===== src/rtl/load_strobe_gen.sv =====
// load_strobe_gen
//   Turns a slow or asynchronous trigger into a clean synchronous load-enable
//   pulse for a downstream level-enabled register, and sequences the data word
//   that register captures. d never changes while en is high.
//
//   Parameters
//     WIDTH    width of d / d_load_val
//     PULSE_W  en high time in clk cycles (1..255)
//     HOLDOFF  dead cycles after en falls before the next trigger is accepted (0..255)
//     D_INIT   value of d after reset
//
//   Ports
//     clk         clock, all state changes on the rising edge
//     rst_n       synchronous reset, active-low
//     trig        asynchronous trigger, rising edge requests one pulse
//     d_load      one-cycle request to overwrite d with d_load_val
//     d_load_val  value used by d_load
//     en          registered load-enable, PULSE_W cycles per accepted trigger
//     d           registered data word
//     busy        registered, high while a pulse or holdoff is in progress
//     miss_cnt    triggers dropped while busy, saturating at 255
module load_strobe_gen #(
  parameter int              WIDTH   = 32,
  parameter int              PULSE_W = 1,
  parameter int              HOLDOFF = 4,
  parameter logic [WIDTH-1:0] D_INIT = 3
) (
  input  logic             clk,
  input  logic             rst_n,
  input  logic             trig,
  input  logic             d_load,
  input  logic [WIDTH-1:0] d_load_val,
  output logic             en,
  output logic [WIDTH-1:0] d,
  output logic             busy,
  output logic [7:0]       miss_cnt
);

  typedef enum logic [1:0] {IDLE, PULSE, HOLD} state_t;

  localparam logic [7:0] PW_LAST = 8'(PULSE_W - 1);
  localparam logic [7:0] HO_LAST = (HOLDOFF > 0) ? 8'(HOLDOFF - 1) : 8'd0;

  function automatic logic [7:0] sat_inc8(input logic [7:0] v);
    return (v == 8'hFF) ? v : v + 8'd1;
  endfunction

  function automatic logic [WIDTH-1:0] wrap_inc(input logic [WIDTH-1:0] v);
    return v + {{(WIDTH-1){1'b0}}, 1'b1};
  endfunction

  state_t           state, state_nx;
  logic [7:0]       cnt, cnt_nx;
  logic             en_nx, busy_nx;
  logic [WIDTH-1:0] d_nx;
  logic [7:0]       miss_nx;
  logic             pend, pend_nx;
  logic [WIDTH-1:0] pend_val, pend_val_nx;
  logic             s1, s2, trig_d;
  logic             rise;

  // Synchroniser stage: two flops plus edge-detect delay. Reset to zero so a
  // trigger held high across reset release still produces one rise.
  always_ff @(posedge clk) begin
    if (!rst_n) begin
      s1     <= 1'b0;
      s2     <= 1'b0;
      trig_d <= 1'b0;
    end else begin
      s1     <= trig;
      s2     <= s1;
      trig_d <= s2;
    end
  end

  assign rise = s2 & ~trig_d;

  // Control / data register stage
  always_ff @(posedge clk) begin
    if (!rst_n) begin
      state    <= IDLE;
      cnt      <= 8'd0;
      en       <= 1'b0;
      busy     <= 1'b0;
      d        <= D_INIT;
      miss_cnt <= 8'd0;
      pend     <= 1'b0;
    end else begin
      state    <= state_nx;
      cnt      <= cnt_nx;
      en       <= en_nx;
      busy     <= busy_nx;
      d        <= d_nx;
      miss_cnt <= miss_nx;
      pend     <= pend_nx;
    end
  end

  // Pending value is pure data; its validity is carried by pend.
  always_ff @(posedge clk) begin
    pend_val <= pend_val_nx;
  end

  always_comb begin
    state_nx    = state;
    cnt_nx      = cnt;
    en_nx       = en;
    busy_nx     = busy;
    d_nx        = d;
    miss_nx     = miss_cnt;
    pend_nx     = pend;
    pend_val_nx = pend_val;

    case (state)
      IDLE: begin
        // A load and a trigger on the same edge both take effect, so the
        // pulse that starts here carries the freshly loaded value.
        if (d_load) d_nx = d_load_val;
        if (rise) begin
          state_nx = PULSE;
          en_nx    = 1'b1;
          busy_nx  = 1'b1;
          cnt_nx   = PW_LAST;
        end
      end

      PULSE: begin
        if (rise) miss_nx = sat_inc8(miss_cnt);
        // d must stay stable while en is high; park the request instead.
        if (d_load) begin
          pend_nx     = 1'b1;
          pend_val_nx = d_load_val;
        end
        if (cnt != 8'd0) begin
          cnt_nx = cnt - 8'd1;
        end else begin
          en_nx   = 1'b0;
          pend_nx = 1'b0;
          // A request arriving on the exit edge is the latest one and wins.
          if (d_load)    d_nx = d_load_val;
          else if (pend) d_nx = pend_val;
          else           d_nx = wrap_inc(d);
          if (HOLDOFF > 0) begin
            state_nx = HOLD;
            cnt_nx   = HO_LAST;
          end else begin
            state_nx = IDLE;
            busy_nx  = 1'b0;
          end
        end
      end

      HOLD: begin
        if (rise)   miss_nx = sat_inc8(miss_cnt);
        if (d_load) d_nx    = d_load_val;
        if (cnt != 8'd0) begin
          cnt_nx = cnt - 8'd1;
        end else begin
          state_nx = IDLE;
          busy_nx  = 1'b0;
        end
      end

      default: begin
        state_nx = IDLE;
        en_nx    = 1'b0;
        busy_nx  = 1'b0;
      end
    endcase
  end

endmodule

===== config.mk =====
export PLATFORM = sky130hd
export DESIGN_NAME = load_strobe_gen
export DESIGN_NICKNAME = d
export VERILOG_FILES = /design/src/rtl/load_strobe_gen.sv
export SDC_FILE = /design/constraint.sdc
export NUM_CORES = 1
export LEC_CHECK = 0
export BUFFER_PORTS_ARGS = -buffer_cell sky130_fd_sc_hd__buf_2
export CORE_ASPECT_RATIO = 1.4
export CORE_UTILIZATION = 40
export DETAILED_ROUTE_END_ITERATION = 6
export GPL_ROUTABILITY_DRIVEN = 0
export SKIP_LAST_GASP = 1
export SYNTH_ARGS = -nofsm -noshare
export SYNTH_HDL_FRONTEND = slang
export SYNTH_SLANG_ARGS = --single-unit

===== constraint.sdc =====
create_clock -name clk -period 5.9 [get_ports clk]
set_clock_uncertainty 0.1 [all_clocks]
set_input_delay 0.295 -clock clk [delete_from_list [all_inputs] [get_ports clk]]
set_output_delay 0.295 -clock clk [all_outputs]
set_load 0.02 [all_outputs]

==> run_results.csv, run 1 <==
group,metric,value,unit
clocking,cts_setup_buffers,0,
critical_path,path_class,"flop to flop",
sta,rsz0062_at_grt,"false",
critical_path,endpoint_kind,"flop",
min_path,holdCritStartpoint,"d_load_val[10]",
routing,via_per_inst,5.73,
logic_synthesis,synth_edf_count,32,
clocking,htreeDepth,3,
cells_and_area,nNetsFinal,636,
grt,grt_pass1_wl,21.4,mm
logic_synthesis,ys_ff_latch,88,
logic_synthesis,synth_seq_area_share,44.8,%
logic_synthesis,ys_types,55,
clocking,clk_pin_slew,0.07,ns
cells_and_area,finish.utilization,48.1,%
critical_path,reg2reg_setup_slack,2.96,ns
clocking,clk_path_buf_depth,2,
place,port_buffers,77,
grt,grt_remaining_overflow,0,
sta,relSlewSlack,51.0,%
floorplanning,core_area,11300,um2
logic_synthesis,synth.most_common_cell,"dfxtp_1",
critical_path,rr_endpoint,"d[29]",
routing,wire_per_inst,17.4,um
clocking,cts_made_buffers,9,
sta,drv_slew,0,
clocking,cts_tree,"yes",
critical_path,cp_max_fo,28,
sta,setup_violations,0,
critical_path,critPathArrivalTime,3.06,ns
routing,dr.pass1.iters,4,
logic_synthesis,synth_top_area_cell,"dfxtp_1",
logic_synthesis,yosys_warnings,0,
sta,hold_viol,0,
power,p_leak,0.00206,uW
floorplanning,die_area,12100,um2
critical_path,r2r_start,"state[0]",
floorplanning,io_pins,78,
floorplanning,die_w,93.1,um
clocking,clk_latency,0.35,ns
logic_synthesis,synthArstFlopShare,0,%
critical_path,reg2reg_depth,7,
sta,setup_tns,0,ns
routing,ant_nets,0,
clocking,post_cts_resized,0,
status,outcome,"completed",
floorplanning,start_util,41.0,%
cells_and_area,fillers,1102,
grt,antenna_found_initial,0,
logic_synthesis,synth_top_area_share,24.1,%
sta,tightest_slew,0.735,ns
clocking,cts_root_buf,"clkbuf_16",
power,powerDensity,285,nW/um2
logic_synthesis,synth_fp_nets,575,
floorplanning,rows,46,
logic_synthesis,postSynthAreaPerCell,8.74,um2
logic_synthesis,syn_area,4650,um2
place,post-place-ws,2.99,ns
logic_synthesis,synth_ff_type,"dfxtp_1",
power,finalPower,1560,uW
critical_path,cp_data_required_time,6.02,ns
floorplanning,die_h,130,um
job,cap_viol_max_count,0,
grt,grt_pass1_vias,4270,
power,irDropWorstVdd,0.174,mV
routing,drc_errors,0,
logic_synthesis,ys_top_cells_by_area,"dfxtp_1 (24%), edfxtp_1 (21%), a21oi_1 (4.8%), nand2_1 (4.4%), o21ai_0 (4.3%)",
sta,fmax,340,MHz
critical_path,cp-start-kind,"flop",
sta,fin_ws,2.96,ns
sta,period_needed,2.94,ns
cells_and_area,synthToLayoutAreaGrowth,17.3,%
clocking,postCtsHoldBufs,0,
cells_and_area,num_antenna_cells,0,
clocking,cts.sinks,88,
logic_synthesis,synthCells,532,
sta,post-route-period-util,49.8,%
logic_synthesis,synth_common_cells,"dfxtp_1 (56), nand2_1 (54), a21oi_1 (45), o21ai_0 (40)",
grt,grt.total_usage,22.7,%
grt,grt_max_degree,51,
critical_path,worstSetupStartpoint,"state[0]",
cells_and_area,layout-drive-gt1-share,18.4,%
routing,drt-total-wl,12.9,mm
routing,drtIter0Drc,221,
routing,via_count,4248,
min_path,hold_class,"primary input to flop",
place,hpwl,8.66,mm
critical_path,endpoint,"d[29]",
==> kinds of logic (layout without fill, tap and decap cells) <==
family	count (synthesis)	in the layout	share of synthesized area, %
multiplexers	7	7	1.51
AND/OR/NAND/NOR	207	207	23.2
flip-flops	88	88	44.8
adder cells (fa/ha/maj)	7	7	1.88
AO/OA/AOI/OAI	151	151	20.6
buffers and inverters	52	118	4.22
XOR/XNOR	20	20	3.77
==> critical path, stage by stage (launching register included) <==
cell,delay [ns]
dfxtp_1,0.39
inv_1,0.09
ha_1,0.33
nor2_1,0.17
mux2i_1,0.50
or2_2,0.59
nor4_1,0.13
or4_1,0.50
==> per-stage QoR <==
step           cells  hold WS [ns]  instance area, um2
4_1_cts          742        0.0304                5460
3_3_place_gp     726         0.319                5150
6_report         742        0.0363                5460
5_1_grt          742        0.0311                5460
2_1_floorplan    532         0.294                4650
3_5_place_dp     726         0.333                5150
==> power by group <==
part,switching (uW),internal (uW)
Combinational,161,93.3
Sequential,47.4,665
Clock,252,338
==> how the worst min path moves through the flow <==
stage / slack [ns] / depth (start not counted) / to
finish: 0.04 / 1 / pend_val[10]
global route: 0.03 / 1 / pend_val[1]
CTS: 0.03 / 1 / pend_val[10]
detailed placement: 0.33 / 1 / s2
global placement: 0.32 / 1 / s2
floorplan: 0.29 / 0 / pend_val[0]
==> sequential cells by signal (all words and copies together) (netlist names) <==
signal    count
busy          1
cnt           8
d            32
en            1
miss_cnt      8
pend          1
pend_val     32
s1            1
s2            1
state         2
trig_d        1
==> cells in the final DEF (no fill, tap or decap), types with 3 or more instances in the layout <==
master and count:
o311ai_0 4, and3_1 7, o211ai_1 8, o211a_1 6, buf_2 77, or2_2 4, or4_1 6, clkbuf_16 11
xnor2_1 8, a21o_1 7, buf_4 7, o21ai_0 40, a221oi_1 3, o31a_1 4, nor3_1 16, nand2b_1 5
edfxtp_1 32, nor2_1 31, ha_1 7, mux2i_1 7, a31oi_1 6, or3_1 5, and2_1 9, xor2_1 12
a21oi_1 45, a211o_1 3, and4_1 3, nand2_1 54, nand3_1 28, dfxtp_1 56, nor4b_1 3, nand4_1 14
nor2b_1 3, nor4_1 9, o221ai_1 3, inv_1 17, a211oi_1 7
==> area by class of cell <==
type / count / area (um2) / share of cell area, %
Sequential cell: 88 / 2080 / 38.1
Clock buffer: 11 / 275 / 5.04
Tap cell: 144 / 180 / 3.30
Clock inverter: 5 / 35.0 / 0.642
Inverter: 18 / 67.6 / 1.24
Multi-Input combinational cell: 392 / 2380 / 43.6
Timing Repair Buffer: 84 / 438 / 8.02
==> layer usage <==
layer / global-route usage, % / vias to the layer above / routed length (um)
met3: 3.58 / 19 / 602
met5: 0 / - / 0
met2: 38.8 / 107 / 6500
met1: 27.9 / 2021 / 5580
li1: - / 2101 / -
met4: 10.6 / 0 / 265
(Power assumes the default switching activity.)
==> inputs of run 2 (changes only) <==
Clock period 5.9 ns to 2.8 ns, I/O delays scaled along.
==> run 2 against run 1 <==
Compared with the run above: final cell count rose by 7.3%; critical path type unchanged; routed wire length rose by 2.5%; die area did not move; largest power group unchanged; global-route usage fell by 0.27 points; clock power rose by 110%; sequential share of layout area fell by 3.1 points.
==> run_results.csv, run 2 (synthesis results as in run 1) <==
group,metric,value,unit
floorplanning,rows,46,
grt,grt_pass1_wl,21.3,mm
routing,wire_per_inst,16.7,um
cells_and_area,nNetsFinal,690,
routing,via_count,4484,
floorplanning,die_area,12100,um2
critical_path,crit_top_cell,"or4_1",
floorplanning,io_pins,78,
clocking,cts_root_buf,"clkbuf_16",
floorplanning,die_w,93.1,um
status,outcome,"completed",
critical_path,slowest_delay,0.50,ns
cells_and_area,final_cell_mix,"buf_2 (77), dfxtp_1 (56), nand2_1 (54), a21oi_1 (45), o21ai_0 (40)",
routing,dr.pass1.iters,5,
grt,grt_remaining_overflow,0,
place,hpwl,9.17,mm
clocking,htreeDepth,3,
clocking,cts_tree,"yes",
min_path,min_delay_path_depth,3,
place,post-place-ws,0.268,ns
cells_and_area,reg_top3,"d (32), pend_val (32)",
sta,setup_tns,0,ns
routing,drtIter0Drc,220,
power,switching_share,29.6,%
power,pwr-share-seq,44.7,%
critical_path,cp_max_fo,13,
clocking,clk_path_buf_depth,2,
critical_path,reg2reg_setup_slack,0.23,ns
sta,period_needed,2.57,ns
power,switching_power,985,uW
power,p_int,2340,uW
routing,via_per_inst,5.63,
grt,grt_pass1_vias,4333,
critical_path,rr_endpoint,"d[29]",
clocking,clk_pin_slew,0.06,ns
min_path,hold_class,"primary input to flop",
clocking,cts.sinks,88,
critical_path,r2r_start,"d[5]",
critical_path,critPathBufInv,0,
critical_path,cp_data_required_time,2.92,ns
floorplanning,core_area,11300,um2
cells_and_area,layout-drive-gt1-share,20.2,%
critical_path,worstSetupStartpoint,"d[5]",
min_path,holdCritStartpoint,"rst_n",
sta,rsz0062_at_grt,"false",
grt,antenna_found_initial,0,
clocking,cts_setup_buffers,0,
floorplanning,start_util,41.0,%
cells_and_area,final_common_cell,"buf_2",
grt,grt.total_usage,22.4,%
sta,setup_violations,0,
power,p_leak,0.00230,uW
critical_path,path_class,"flop to flop",
clocking,cts_made_buffers,9,
critical_path,crit_chain,"nand4_4, or3_4, or4_1, o2111a_1, or4_1",
clocking,clk_latency,0.35,ns
sta,hold_viol,0,
power,powerDensity,561,nW/um2
cells_and_area,synthToLayoutAreaGrowth,27.6,%
routing,ant_nets,0,
power,clock_power_share,36.5,%
power,comb_power_share,18.8,%
critical_path,cp-start-kind,"flop",
sta,fmax,389,MHz
cells_and_area,num_antenna_cells,0,
power,irDropWorstVdd,0.362,mV
routing,drt-total-wl,13.3,mm
job,cap_viol_max_count,0,
sta,fin_ws,0.230,ns
critical_path,endpoint_kind,"flop",
floorplanning,die_h,130,um
sta,tightest_slew,0.694,ns
critical_path,cp_top_family,"simple AND/OR/NAND/NOR gates",
grt,grt_max_degree,28,
sta,post-route-period-util,91.8,%
place,port_buffers,77,
critical_path,critPathArrivalTime,2.69,ns
min_path,holdPathEnd,"d[4]",
routing,drc_errors,0,
sta,drv_slew,0,
sta,relSlewSlack,53.5,%
critical_path,slowest_stage,"or4_1",
critical_path,reg2reg_depth,5,
run 2: metrics by stage:
stage	utilization [%]	total power [uW]	area, um2	instances	hold WS, ns
finish	52.4	3330	5940	796	0.105
global route	52.4	3470	5940	796	0.113
CTS	52.4	3350	5940	796	0.0803
detailed placement	46.8	2100	5310	747	0.233
global placement	46.8	2090	5310	747	0.230
floorplan	-	1870	4650	532	0.139
run 2: power by group through the flow:
stage | registers [uW] | logic (uW) | clock network (uW)
after global routing | 1500 | 685 | 1280
after detailed placement | 1510 | 586 | 0
after CTS | 1490 | 625 | 1240
after global placement | 1510 | 576 | 0
final | 1490 | 626 | 1210
after floorplan | 1560 | 313 | 0
run 2: worst register-to-register path, delay by kind of cell, from the launching register on:
| kind | cells | cell delay [ns] |
|---|---|---|
| DFF | 1 | 0.45 |
| and+or+nand+nor | 4 | 1.64 |
| AOI/OAI and AO/OA | 1 | 0.26 |
run 2: worst max path at each step:
| stage | to | slack [ns] | cells after the start |
|---|---|---|---|
| after floorplan | d[29] | 0.19 | 6 |
| after global placement | d[29] | 0.31 | 5 |
| after detailed placement | d[29] | 0.27 | 5 |
| after CTS | d[29] | 0.24 | 5 |
| after global routing | d[29] | 0.17 | 5 |
| final | d[29] | 0.23 | 5 |
run 2: layer usage:
metal  up-vias  GRT usage, %  routed length (um)
li1       2196             -                   -
met1      2143          27.2                5730
met2       128          38.7                6620
met3        17          4.64                 659
met4         0          9.05                 252
met5         -             0                   0
run 2: timing repair:
| item | CTS | global route |
|---|---|---|
| resized for setup | 0 | 0 |
| hold buffers | 33 | 0 |
| endpoints found under the hold margin | 38 | 0 |
run 2: final cells by class:
type,count,area (um2)
inverter,18,67.6
tap,144,180
clock buffer,11,264
fill,1048,5400
timing repair buffer,138,926
clock inverter,5,35.0
multi-input combinational,392,2380
sequential,88,2080
